[src/rtl/core_arb_pkg.sv]
// Shared types and default constants for the core job arbiter.
// The FSM state encoding and the core's end-of-program opcode live here.
package core_arb_pkg;

  typedef enum logic [2:0] {
    IDLE      = 3'd0,
    LAUNCH    = 3'd1,
    WAIT_BUSY = 3'd2,
    RUN       = 3'd3,
    DONE      = 3'd4
  } arb_state_t;

  localparam logic [3:0] OP_END    = 4'b0000;
  localparam int         PC_W_DEF  = 10;
  localparam int         CNT_W_DEF = 16;

endpackage

[src/rtl/core_job_arbiter_rr_picker.sv]
// Combinational round-robin select: first set request searching upward
// from i_last_idx+1, wrapping modulo N.
module rr_picker #(
  parameter int N     = 4,
  parameter int IDX_W = 2
) (
  input  logic [N-1:0]     i_req,
  input  logic [IDX_W-1:0] i_last_idx,
  output logic             o_valid,
  output logic [IDX_W-1:0] o_idx
);

  logic [IDX_W-1:0] w_cand;

  // Walk offsets from farthest to nearest so the nearest hit is written last.
  always_comb begin
    o_valid = 1'b0;
    o_idx   = '0;
    w_cand  = '0;
    for (int off = N; off >= 1; off--) begin
      w_cand = IDX_W'((int'(i_last_idx) + off) % N);
      if (i_req[w_cand]) begin
        o_valid = 1'b1;
        o_idx   = w_cand;
      end else begin
        o_valid = o_valid;
      end
    end
  end

endmodule

[src/rtl/core_job_arbiter.sv]
// Shares one processor core between NUM_REQ requesters (round-robin launch,
// run-length report). Optional watchdog abort: define CORE_ARB_WATCHDOG_EN.
module core_job_arbiter
  import core_arb_pkg::*;
#(
  parameter int NUM_REQ    = 4,
  parameter int PC_W       = PC_W_DEF,
  parameter int CNT_W      = CNT_W_DEF,
  parameter int WDOG_LIMIT = 4096
) (
  input  logic                    clk,
  input  logic                    reset,
  input  logic [NUM_REQ-1:0]      job_req,
  input  logic [NUM_REQ*PC_W-1:0] job_start_pc,
  output logic [NUM_REQ-1:0]      job_grant,
  output logic [NUM_REQ-1:0]      job_done,
  output logic                    job_err,
  output logic [CNT_W-1:0]        last_run_cycles,
  output logic                    core_req,
  output logic [PC_W-1:0]         core_start_pc,
  input  logic                    core_ack,
  output logic                    core_abort
);

  localparam int               IDX_W    = $clog2(NUM_REQ);
  localparam logic [CNT_W-1:0] WDOG_CNT = CNT_W'(WDOG_LIMIT);
  localparam logic [CNT_W-1:0] CNT_MAX  = '1;
`ifdef CORE_ARB_WATCHDOG_EN
  localparam bit WDOG_EN = 1'b1;
`else
  localparam bit WDOG_EN = 1'b0;
`endif

  arb_state_t       r_state, w_next;
  logic [IDX_W-1:0] r_grant_idx, r_last_idx, w_pick_idx;
  logic [CNT_W-1:0] r_cnt;
  logic             r_err, w_pick_valid, w_busy, w_wdog_hit;

  rr_picker #(.N(NUM_REQ), .IDX_W(IDX_W)) u_picker (
    .i_req      (job_req),
    .i_last_idx (r_last_idx),
    .o_valid    (w_pick_valid),
    .o_idx      (w_pick_idx)
  );

  assign w_busy     = (r_state == WAIT_BUSY) || (r_state == RUN);
  assign w_wdog_hit = WDOG_EN && w_busy && (r_cnt == WDOG_CNT);

  // State register.
  always_ff @(posedge clk or negedge reset) begin
    if (!reset) r_state <= IDLE;
    else        r_state <= w_next;
  end

  // Next-state logic; the watchdog outranks the core's idle flag.
  always_comb begin
    w_next = r_state;
    case (r_state)
      IDLE:      if (core_ack && w_pick_valid) w_next = LAUNCH; else w_next = IDLE;
      LAUNCH:    w_next = WAIT_BUSY;
      WAIT_BUSY: if (w_wdog_hit) w_next = DONE; else if (!core_ack) w_next = RUN; else w_next = WAIT_BUSY;
      RUN:       if (w_wdog_hit || core_ack) w_next = DONE; else w_next = RUN;
      DONE:      w_next = IDLE;
      default:   w_next = IDLE;
    endcase
  end

  // Outputs decoded from state and registers only.
  always_comb begin
    job_grant  = '0;
    job_done   = '0;
    job_err    = 1'b0;
    core_req   = (r_state == LAUNCH);
    core_abort = w_wdog_hit;
    if (r_state != IDLE) job_grant[r_grant_idx] = 1'b1;
    else                 job_grant = '0;
    if (r_state == DONE) begin
      job_done[r_grant_idx] = 1'b1;
      job_err               = r_err;
    end else begin
      job_done = '0;
      job_err  = 1'b0;
    end
  end

  // Grant/PC capture, saturating run counter and completion bookkeeping.
  always_ff @(posedge clk or negedge reset) begin
    if (!reset) begin
      r_grant_idx     <= '0;
      r_last_idx      <= IDX_W'(NUM_REQ - 1);
      r_cnt           <= '0;
      r_err           <= 1'b0;
      core_start_pc   <= '0;
      last_run_cycles <= '0;
    end else begin
      case (r_state)
        IDLE: begin
          if (core_ack && w_pick_valid) begin
            r_grant_idx   <= w_pick_idx;
            core_start_pc <= job_start_pc[w_pick_idx*PC_W +: PC_W];
          end
        end
        LAUNCH: begin
          r_cnt <= '0;
          r_err <= 1'b0;
        end
        WAIT_BUSY, RUN: begin
          if (r_cnt != CNT_MAX) r_cnt <= r_cnt + CNT_W'(1);
          r_err <= w_wdog_hit;
        end
        DONE: begin
          last_run_cycles <= r_cnt;
          r_last_idx      <= r_grant_idx;
        end
        default: r_cnt <= r_cnt;
      endcase
    end
  end

endmodule
[config.mk]
export PLATFORM = sky130hd
export DESIGN_NAME = core_job_arbiter
export DESIGN_NICKNAME = d
export VERILOG_FILES = /design/src/rtl/core_arb_pkg.sv /design/src/rtl/core_job_arbiter_rr_picker.sv /design/src/rtl/core_job_arbiter.sv
export SDC_FILE = /design/constraint.sdc
export NUM_CORES = 1
export LEC_CHECK = 0
export ABC_CLOCK_PERIOD_IN_PS = 3500
export BUFFER_PORTS_ARGS = -buffer_cell sky130_fd_sc_hd__buf_4
export CORE_UTILIZATION = 30
export CTS_CLUSTER_SIZE = 12
export DETAILED_ROUTE_END_ITERATION = 16
export PLACE_DENSITY = 0.56
export SYNTH_ARGS = -nofsm -noshare
export SYNTH_HDL_FRONTEND = slang
export SYNTH_SLANG_ARGS = --single-unit
[constraint.sdc]
create_clock -name clk -period 3.5 [get_ports clk]
set_clock_uncertainty 0.15 [all_clocks]
set_input_delay 0.175 -clock clk [delete_from_list [all_inputs] [get_ports clk]]
set_output_delay 0.175 -clock clk [all_outputs]
set_load 0.05 [all_outputs]
==> qor.txt <==
Status = finished, final reports clean
Most frequent cells in the layout = buf_4 (85), nand2_1 (64), dfrtp_1 (47), nor2_1 (25), a21oi_1 (15)
1st-pass router iterations = 4
Post-synthesis sequential area ratio = 45.32%
Placed cells = 473
Pre-CTS WS = 865.5 ps
Iter 0 DRT Violations = 176
Die Ht = 97.07 um
Clock transition at path regs = 90 ps
Critical path data required time = 3590 ps
Final core occ = 40.46%
Fmax achieved = 379.0 MHz
Worst skew pair latency = 300 ps
CP Launch Type = flop
Post_cts resized = 0
Post-CTS Setup Bufs = 0
Max_slew headroom = 28.66%
Worst-Margin Slew = 1059 ps
GRT overflow = 0
Min setup slack post-route = 861.2 ps
Synth warn = 0
Mapped Cells = 298
Most common cell after layout, fill and taps aside = buf_4
Maxcap violations = 0
Die Footprint = 9422 um2
Largest net degree at the start of global routing = 50
H-tree Lvls = 2
Share of layout cells above drive strength 1 = 29.33%
Cell Area, Synth = 2711 um2
CTS tree = done
Num Clock Sinks = 49
Antenna cell count = 0
VDD IR-drop max = 414.3 uV
Finished Layout Cells = 483
Residual DRC = 0
Clock buffer count from CTS = 5
# setup viols final = 0
Core ar. = 8721 um2
Most used DFF post-synth = dfrtp_1
Syn Area/Cell = 9.098 um2
Total Power = 2370 uW
Vias = 2,446
Crit path time final = 2639 ps
Number of global-route vias before repair = 2,428
Arr. time, crit path = 2730 ps
Asr flop ratio synth = 100.0%
Slew Viols, Final = 0
Crit Path Class = reg -> reg
Crit path capture type = flop
Final Cycle Share = 75.39%
Die W = 97.07 um
Nets = 422
Cell Pwr Density = 671.8 nW/um2
First-pass GRT wire length = 11,820 um
FF+latch count, synth = 49
Unique cell type count in the Yosys netlist = 50
Count of final hold-check violations = 0
Vias per inst = 5.064
Port bufs = 81
Initial Util = 31.09%
HP Class = in -> reg
Longest Clk Path Bufs = 2
Drt wl/cell = 14.14 um
Post-DRT Antenna Nets = 0
Final TNS setup = 0 ps
DP Wirelength = 5064 um
RSZ-0062 raised after global routing = no
FP Rows = 34
Peak fanout along the critical path = 19
Area Growth Syn to Fin = 30.13%
Final RePlAce weighted congestion = 0.8034
Root Driver = clkbuf_8
Antenna violations before repair = 0
Routed WL = 6832 um
LEAKAGE = 0.001700 uW
All-layer global routing usage = 15.18%
Count of flip-flops with a built-in enable after synthesis = 0
Ports = 84
## registers in the layout, summed over array words and instances, names as in the netlist
register,count
last_run_cycles,16
r_grant_idx,2
r_cnt,16
core_start_pc,10
r_state,3
r_last_idx,2
## kinds of logic (layout without fill, tap and decap cells)
logic type                 Yosys count  in the layout  share of synthesized area [%]
buffers and inverters               22             98                          3.969
other                                1              2                         0.1383
and+or+nand+nor                    142            142                          25.47
DFF                                 49             49                          45.32
adders and majority gates            1              1                         0.4614
AOI/OAI and AO/OA                   62             62                          16.80
xor gates and xnor gates             9              9                          2.907
muxes                               12             12                          4.937
## stage by stage
stage | hold slack (ps) | area (um2)
final | 68.58 | 3528
after global routing | 50.59 | 3528
after CTS | 62.74 | 3528
after detailed placement | 85.74 | 3392
after global placement | 79.12 | 3392
after floorplan | -270.6 | 2715
## Yosys cell counts, types with 4 or more instances
cell / count / area, um2
a221o_1: 11 / 110.1
xnor2_1: 8 / 70.07
mux2_2: 6 / 67.56
nor3_1: 5 / 25.02
nor2_1: 25 / 93.84
dfrtp_1: 47 / 1176
nand4_1: 14 / 87.58
o21ai_0: 6 / 30.03
mux2_1: 5 / 56.30
clkbuf_1: 8 / 30.03
and3_1: 6 / 37.54
a21oi_1: 15 / 75.07
buf_2: 5 / 25.02
nand2b_1: 4 / 25.02
o31ai_1: 10 / 75.07
nand3_1: 6 / 30.03
nand2_1: 64 / 240.2
## area by class of cell
class	instances	area, um2
Clock buffer	7	86.33
Multi-Input combinational cell	228	1379
Sequential cell	49	1229
Inverter	3	11.26
Clock inverter	1	30.03
Timing Repair Buffer	87	658.1
Fill cell	875	5192
Tap cell	108	135.1
## per-layer routing
layer / vias to the layer above / GRT usage (%) / share of wire [%]
li1: 1214 / - / -
met1: 1161 / 21.51 / 49
met2: 61 / 23.46 / 45
met3: 10 / 2.662 / 4.3
met4: 0 / 4.937 / 1.3
met5: - / 0 / 0
## final timing paths
path / start / cells after the start / end / slack [ps]
max reg2reg: r_state[1] / 5 / core_start_pc[3] / 860
max in group asynchronous: reset / 2 / last_run_cycles[13] / 2510
max: r_state[1] / 5 / core_start_pc[3] / 860
min in group asynchronous: reset / 2 / core_start_pc[8] / 270
min: job_start_pc[9] / 3 / core_start_pc[9] / 70
min reg2reg: r_last_idx[0] / 2 / r_last_idx[0] / 320
## worst max-delay path, stage by stage (launching register included)
cell and delay (ps):
dfrtp_1 590, nor3_2 420, nand3_2 380, nor3_1 630, buf_4 260, a221o_1 150
## repair_timing
item,CTS,global route
hold endpoints to repair,49,0
endpoints found under the setup margin,0,0
hold buffers,2,0
## power by group
| group | internal [uW] | leakage (uW) | switching, uW |
|---|---|---|---|
| Sequential | 696 | 0.000649 | 144 |
| Clock | 233 | 0.0000585 | 182 |
| Combinational | 402 | 0.000993 | 714 |
| Total | 1330 | 0.00170 | 1040 |
(Power assumes the default switching activity.)
